File: config.mk
export PLATFORM = sky130hd
export DESIGN_NAME = if_fetch_unit
export DESIGN_NICKNAME = d
export VERILOG_FILES = /design/src/rtl/cpu_pkg.sv /design/src/rtl/fetch_skid_buf.sv /design/src/rtl/if_fetch_unit.sv
export SDC_FILE = /design/constraint.sdc
export NUM_CORES = 1
export LEC_CHECK = 0
export CORE_ASPECT_RATIO = 0.5
export CORE_UTILIZATION = 30
export DETAILED_ROUTE_END_ITERATION = 6
export PLACE_DENSITY = 0.6
export SLEW_MARGIN = 20
export SYNTH_ARGS = -nofsm -noshare
export SYNTH_HDL_FRONTEND = slang
export SYNTH_SLANG_ARGS = --single-unit
File: constraint.sdc
create_clock -name clk -period 6.2 [get_ports clk]
set_clock_uncertainty 0.05 [all_clocks]
set_input_delay 0.93 -clock clk [delete_from_list [all_inputs] [get_ports clk]]
set_output_delay 0.93 -clock clk [all_outputs]
set_load 0.02 [all_outputs]
File: src/rtl/cpu_pkg.sv
// Shared CPU definitions: fetch FSM states, instruction width and reset/NOP constants.
package cpu_pkg;

   localparam int          INSTR_W      = 32;
   localparam logic [31:0] RESET_PC_DEF = 32'h0000_0000;
   localparam logic [31:0] NOP          = 32'h0000_0000;

   typedef enum logic {
      FETCH = 1'b0,
      DROP  = 1'b1
   } fetch_state_t;

endpackage

File: src/rtl/fetch_skid_buf.sv
// One-entry skid buffer holding an instruction that arrived while the pipeline was stalled.
module fetch_skid_buf
   import cpu_pkg::*;
(
   input  logic               clk,
   input  logic               reset,
   input  logic               capture,
   input  logic               clear,
   input  logic [INSTR_W-1:0] data,
   output logic               buf_valid,
   output logic [INSTR_W-1:0] buf_instr
);

   // A clear (advance or redirect) always wins over a capture in the same cycle.
   always_ff @(posedge clk or posedge reset) begin
      if (reset) begin
         buf_valid <= 1'b0;
         buf_instr <= NOP;
      end else if (clear) begin
         buf_valid <= 1'b0;
      end else if (capture) begin
         buf_valid <= 1'b1;
         buf_instr <= data;
      end
   end

endmodule

File: src/rtl/if_fetch_unit.sv
// Instruction-fetch stage: owns the PC, issues single-outstanding imem requests and
// feeds IF/ID, absorbing wait states, stalls and redirects (stale responses are dropped).
module if_fetch_unit
   import cpu_pkg::*;
#(
   parameter int                ADDR_W   = 32,
   parameter logic [ADDR_W-1:0] RESET_PC = RESET_PC_DEF[ADDR_W-1:0]
)
(
   input  logic               clk,
   input  logic               reset,
   input  logic               stall_i,
   input  logic               redirect_i,
   input  logic [ADDR_W-1:0]  redirect_pc_i,
   output logic               imem_req_o,
   output logic [ADDR_W-1:0]  imem_addr_o,
   input  logic               imem_ack_i,
   input  logic [INSTR_W-1:0] imem_rdata_i,
   output logic [INSTR_W-1:0] instruction_o,
   output logic [ADDR_W-1:0]  pc_plus4_o,
   output logic               hold_o
);

   fetch_state_t       state, state_nxt;
   logic [ADDR_W-1:0]  pc, pc_nxt, req_addr, redirect_tgt, pc_inc;
   logic               buf_valid;
   logic [INSTR_W-1:0] buf_instr;
   logic               avail, req_raw, capture, clear;

   assign redirect_tgt = redirect_pc_i & ~ADDR_W'(3);
   assign pc_inc       = pc + ADDR_W'(4);

   // In DROP the abandoned request must stay up until its ack retires it.
   assign req_raw = (state == DROP) | ~buf_valid;
   assign avail   = buf_valid | ((state == FETCH) & imem_ack_i);

   assign imem_req_o    = ~reset & req_raw;
   assign imem_addr_o   = (state == DROP) ? req_addr : pc;
   assign pc_plus4_o    = pc_inc;
   assign hold_o        = reset | ~avail;
   assign instruction_o = reset     ? NOP :
                          buf_valid ? buf_instr :
                          avail     ? imem_rdata_i : NOP;

   assign capture = (state == FETCH) & ~redirect_i & stall_i & imem_ack_i & ~buf_valid;
   assign clear   = redirect_i | (avail & ~stall_i);

   fetch_skid_buf u_skid (
      .clk       (clk),
      .reset     (reset),
      .capture   (capture),
      .clear     (clear),
      .data      (imem_rdata_i),
      .buf_valid (buf_valid),
      .buf_instr (buf_instr)
   );

   always_ff @(posedge clk or posedge reset) begin
      if (reset) begin
         state    <= FETCH;
         pc       <= RESET_PC;
         req_addr <= RESET_PC;
      end else begin
         state <= state_nxt;
         pc    <= pc_nxt;
         if ((state == FETCH) && req_raw) req_addr <= pc;
      end
   end

   always_comb begin
      state_nxt = state;
      pc_nxt    = pc;
      case (state)
         FETCH: begin
            if (redirect_i) begin
               pc_nxt = redirect_tgt;
               // An ack this same cycle completes the request, so nothing is left to drop.
               if (req_raw && !imem_ack_i) state_nxt = DROP;
            end else if (avail && !stall_i) begin
               pc_nxt = pc_inc;
            end
         end
         DROP: begin
            if (imem_ack_i) state_nxt = FETCH;
            if (redirect_i) pc_nxt = redirect_tgt;
         end
         default: state_nxt = FETCH;
      endcase
   end

endmodule

==> reports/metrics.csv <==
stage,metric,value,unit
worst_setup_path,regToRegEndpoint,pc[26],
global_route,antenna_found_initial,0,
worst_setup_path,cp-end-kind,output pin,
worst_setup_path,worstPathMaxFanout,6,
worst_setup_path,required,5.22,ns
sta,slew_viol_final,0,
routing,final_antenna_net_count,0,
clocking,cts_tree,yes,
floorplan,rows,34,
flow_run,maxCapViolations,0,
logic_synthesis,synth_compound_area_share,8.42,%
routing,wl_per_cell,16.5,µm
floorplan,core-area,17600,µm²
logic_synthesis,ys_seq_elements,94,
clocking,cts_buffer_depth,2,
logic_synthesis,synth_flop_cell,dfrtp_1,
logic_synthesis,syn_area,5450,µm²
placed_design,port_buffers,160,
logic_synthesis,synth_top_family_by_area,multiplexers,
logic_synthesis,synthArstFlopShare,100,%
layout,syn_to_final_growth,38.1,%
global_route,grt_usage,16.1,%
status,violations,DRC,
logic_synthesis,syn_avg_cell_area,10.4,µm²
floorplan,die_h,97.3,µm
logic_synthesis,yosysWarnings,0,
worst_setup_path,startpoint_type,flop,
global_route,grt_pass1_vias,4455,
floorplan,pin_count,167,
layout,drive_gt1_share,20.0,%
clocking,clock_latency,0.34,ns
routing,wl,14800,µm
routing,drt_iter0_drc,216,
routing,vias,4406,
logic_synthesis,synthCells,525,
clocking,h-tree-depth,3,
worst_setup_path,r2r_slack,3.67,ns
routing,drc,6,
sta,finalCritPeriodShare,66.6,%
layout,nets,730,
placed_design,dp_hpwl,9860,µm
clocking,cts_setup_buffers,0,
logic_synthesis,yosysSeqAreaShare,43.1,%
clocking,cts_root_buf,clkbuf_16,
routing,drt-pass1-iter-count,6,
logic_synthesis,yosys.area_share.xor_xnor,4.98,%
floorplan,die_w,193,µm
clocking,cts-resized-gates,0,
clocking,clkTransAtPathRegs,0.08,ns
logic_synthesis,synth_edf_count,0,
layout,fin_util,42.9,%
sta,setup_viol,0,
status,outcome,finished with violations,
placed_design,place.gp.congestion,0.755,
sta,layout_min_cycle_time,4.13,ns
power,p_per_area,273,nW/µm²
global_route,grt-ovfl-total,0,
layout,mostFrequentLayoutCell,clkdlybuf4s50_1,
sta,rsz0062_at_grt,no,
layout,fillers,1703,
sta,max_slew_margin,41.5,%
layout,diodes,0,
worst_setup_path,rr_startpoint,pc[2],
clocking,cts_buffers,9,
sta,hold_viol_final,0,
clocking,cts_sinks,94,
floorplan,initial_utilization,31.0,%
global_route,grt_max_degree,55,
logic_synthesis,synthAdderAreaFrac,0.229,%
clocking,ctsHoldBuffers,0,
hold_path,hold_depth,1,
global_route,grt_pass1_wl,23800,µm
sta,worst_pin_slew,0.878,ns
sta,tns,0,ns
power,p_leak,0.00285,µW
sta,max_freq,242,MHz
hold_path,worstHoldStart,req_addr[19],
sta,whs,0.454,ns
floorplan,design.die.area,18800,µm²
worst_setup_path,worstPathArrival,3.15,ns
hold_path,hp-class,flop to flop,
routing,via_per_inst,4.90,
logic_synthesis,synth_cell_types,44,
worst_setup_path,reg2reg_depth,6,
logic_synthesis,synth_mux_area_share,25.1,%
hold_path,min_to,req_addr[19],
worst_setup_path,critPathKind,flop to output pin,
layout,layout_common_cells,"clkdlybuf4s50_1, dfrtp_1, mux2_2, nor2_1, mux2i_1",
power,ir_drop,0.000125,V
logic_synthesis,synthSimpleGateAreaFrac,13.8,%
worst max-delay path by stage:
stage	startpoint	end	slack (ns)	cells past startpoint
final	pc[2]	pc_plus4_o[24]	2.07	6
after floorplan	reset	pc[10]	2.77	1
after CTS	pc[2]	pc_plus4_o[24]	2.02	6
after detailed placement	imem_ack_i	instruction_o[14]	2.18	5
after global routing	pc[2]	pc_plus4_o[14]	1.83	6
after global placement	imem_ack_i	instruction_o[16]	2.21	5
synthesized netlist by cell type (all sizes together) (4+ instances only):
library cell	instances	share of area [%]
a21oi	25	2.3
nand3	21	2.0
clkbuf	23	1.6
inv	7	0.48
nand4	9	1.4
and3	4	0.46
or4	4	0.55
dfrtp	94	43
xnor2	25	4.0
mux2i	33	6.1
mux2	92	19
nor2	51	3.5
nor3	7	0.92
o22ai	13	1.5
or2	4	0.46
a2bb2oi	11	1.8
a22oi	6	0.83
nand2	32	2.2
buf	23	2.2
o21ai	13	1.2
nor4	5	1.1
xor2	6	0.96
state kept, by name, indices dropped and copies added, names as in the netlist:
name,flops
u_skid.buf_instr,32
req_addr,30
u_skid.buf_valid,1
pc,30
state,1
final cells by class:
class | instances | area [µm²] | area share, %
Inverter | 7 | 28.8 | 0.382
Multi-Input combinational cell | 381 | 2900 | 38.5
Tap cell | 234 | 293 | 3.89
Sequential cell | 94 | 2360 | 31.3
Clock buffer | 10 | 239 | 3.17
Timing Repair Buffer | 167 | 1670 | 22.2
Clock inverter | 6 | 43.8 | 0.581
worst max-delay path: stages, from the launching register on:
cell             delay, ns
dfrtp_1               0.51
ha_1                  0.30
nand3_1               0.27
nor4_1                0.57
and3_1                0.29
xor2_1                0.22
clkdlybuf4s50_1       0.64
logic make-up (layout without fill, tap and decap cells):
kind of cell,Yosys count,after routing
xor+xnor,31,31
compound gates,74,74
mux,125,125
flops,94,94
simple gates,146,146
fa+ha+maj,1,1
buf+inv,53,190
other cells,1,4
power by group:
part | internal [µW] | leakage (µW) | switching, µW | total (µW)
Clock | 286 | 0.000139 | 256 | 542
Sequential | 737 | 0.00109 | 107 | 844
Combinational | 362 | 0.00162 | 309 | 671
Total | 1380 | 0.00285 | 672 | 2060
per-layer routing:
layer,share of wire [%],track usage (%),vias to the layer above
li1,-,-,2125
met1,46,21.0,2178
met5,0,0,-
met2,47,26.2,92
met4,0.86,3.45,0
met3,5.9,4.91,11
through the flow:
| step | worst slack, ns | instances | total power [µW] | area [µm²] |
|---|---|---|---|---|
| 2_1_floorplan | 2.77 | 528 | 1250 | 5460 |
| 3_3_place_gp | 2.21 | 882 | 1520 | 7220 |
| 3_5_place_dp | 2.18 | 882 | 1530 | 7220 |
| 4_1_cts | 2.02 | 898 | 2090 | 7500 |
| 5_1_grt | 1.83 | 899 | 2170 | 7530 |
| 6_report | 2.07 | 899 | 2060 | 7530 |
(Power assumes the default switching activity.)
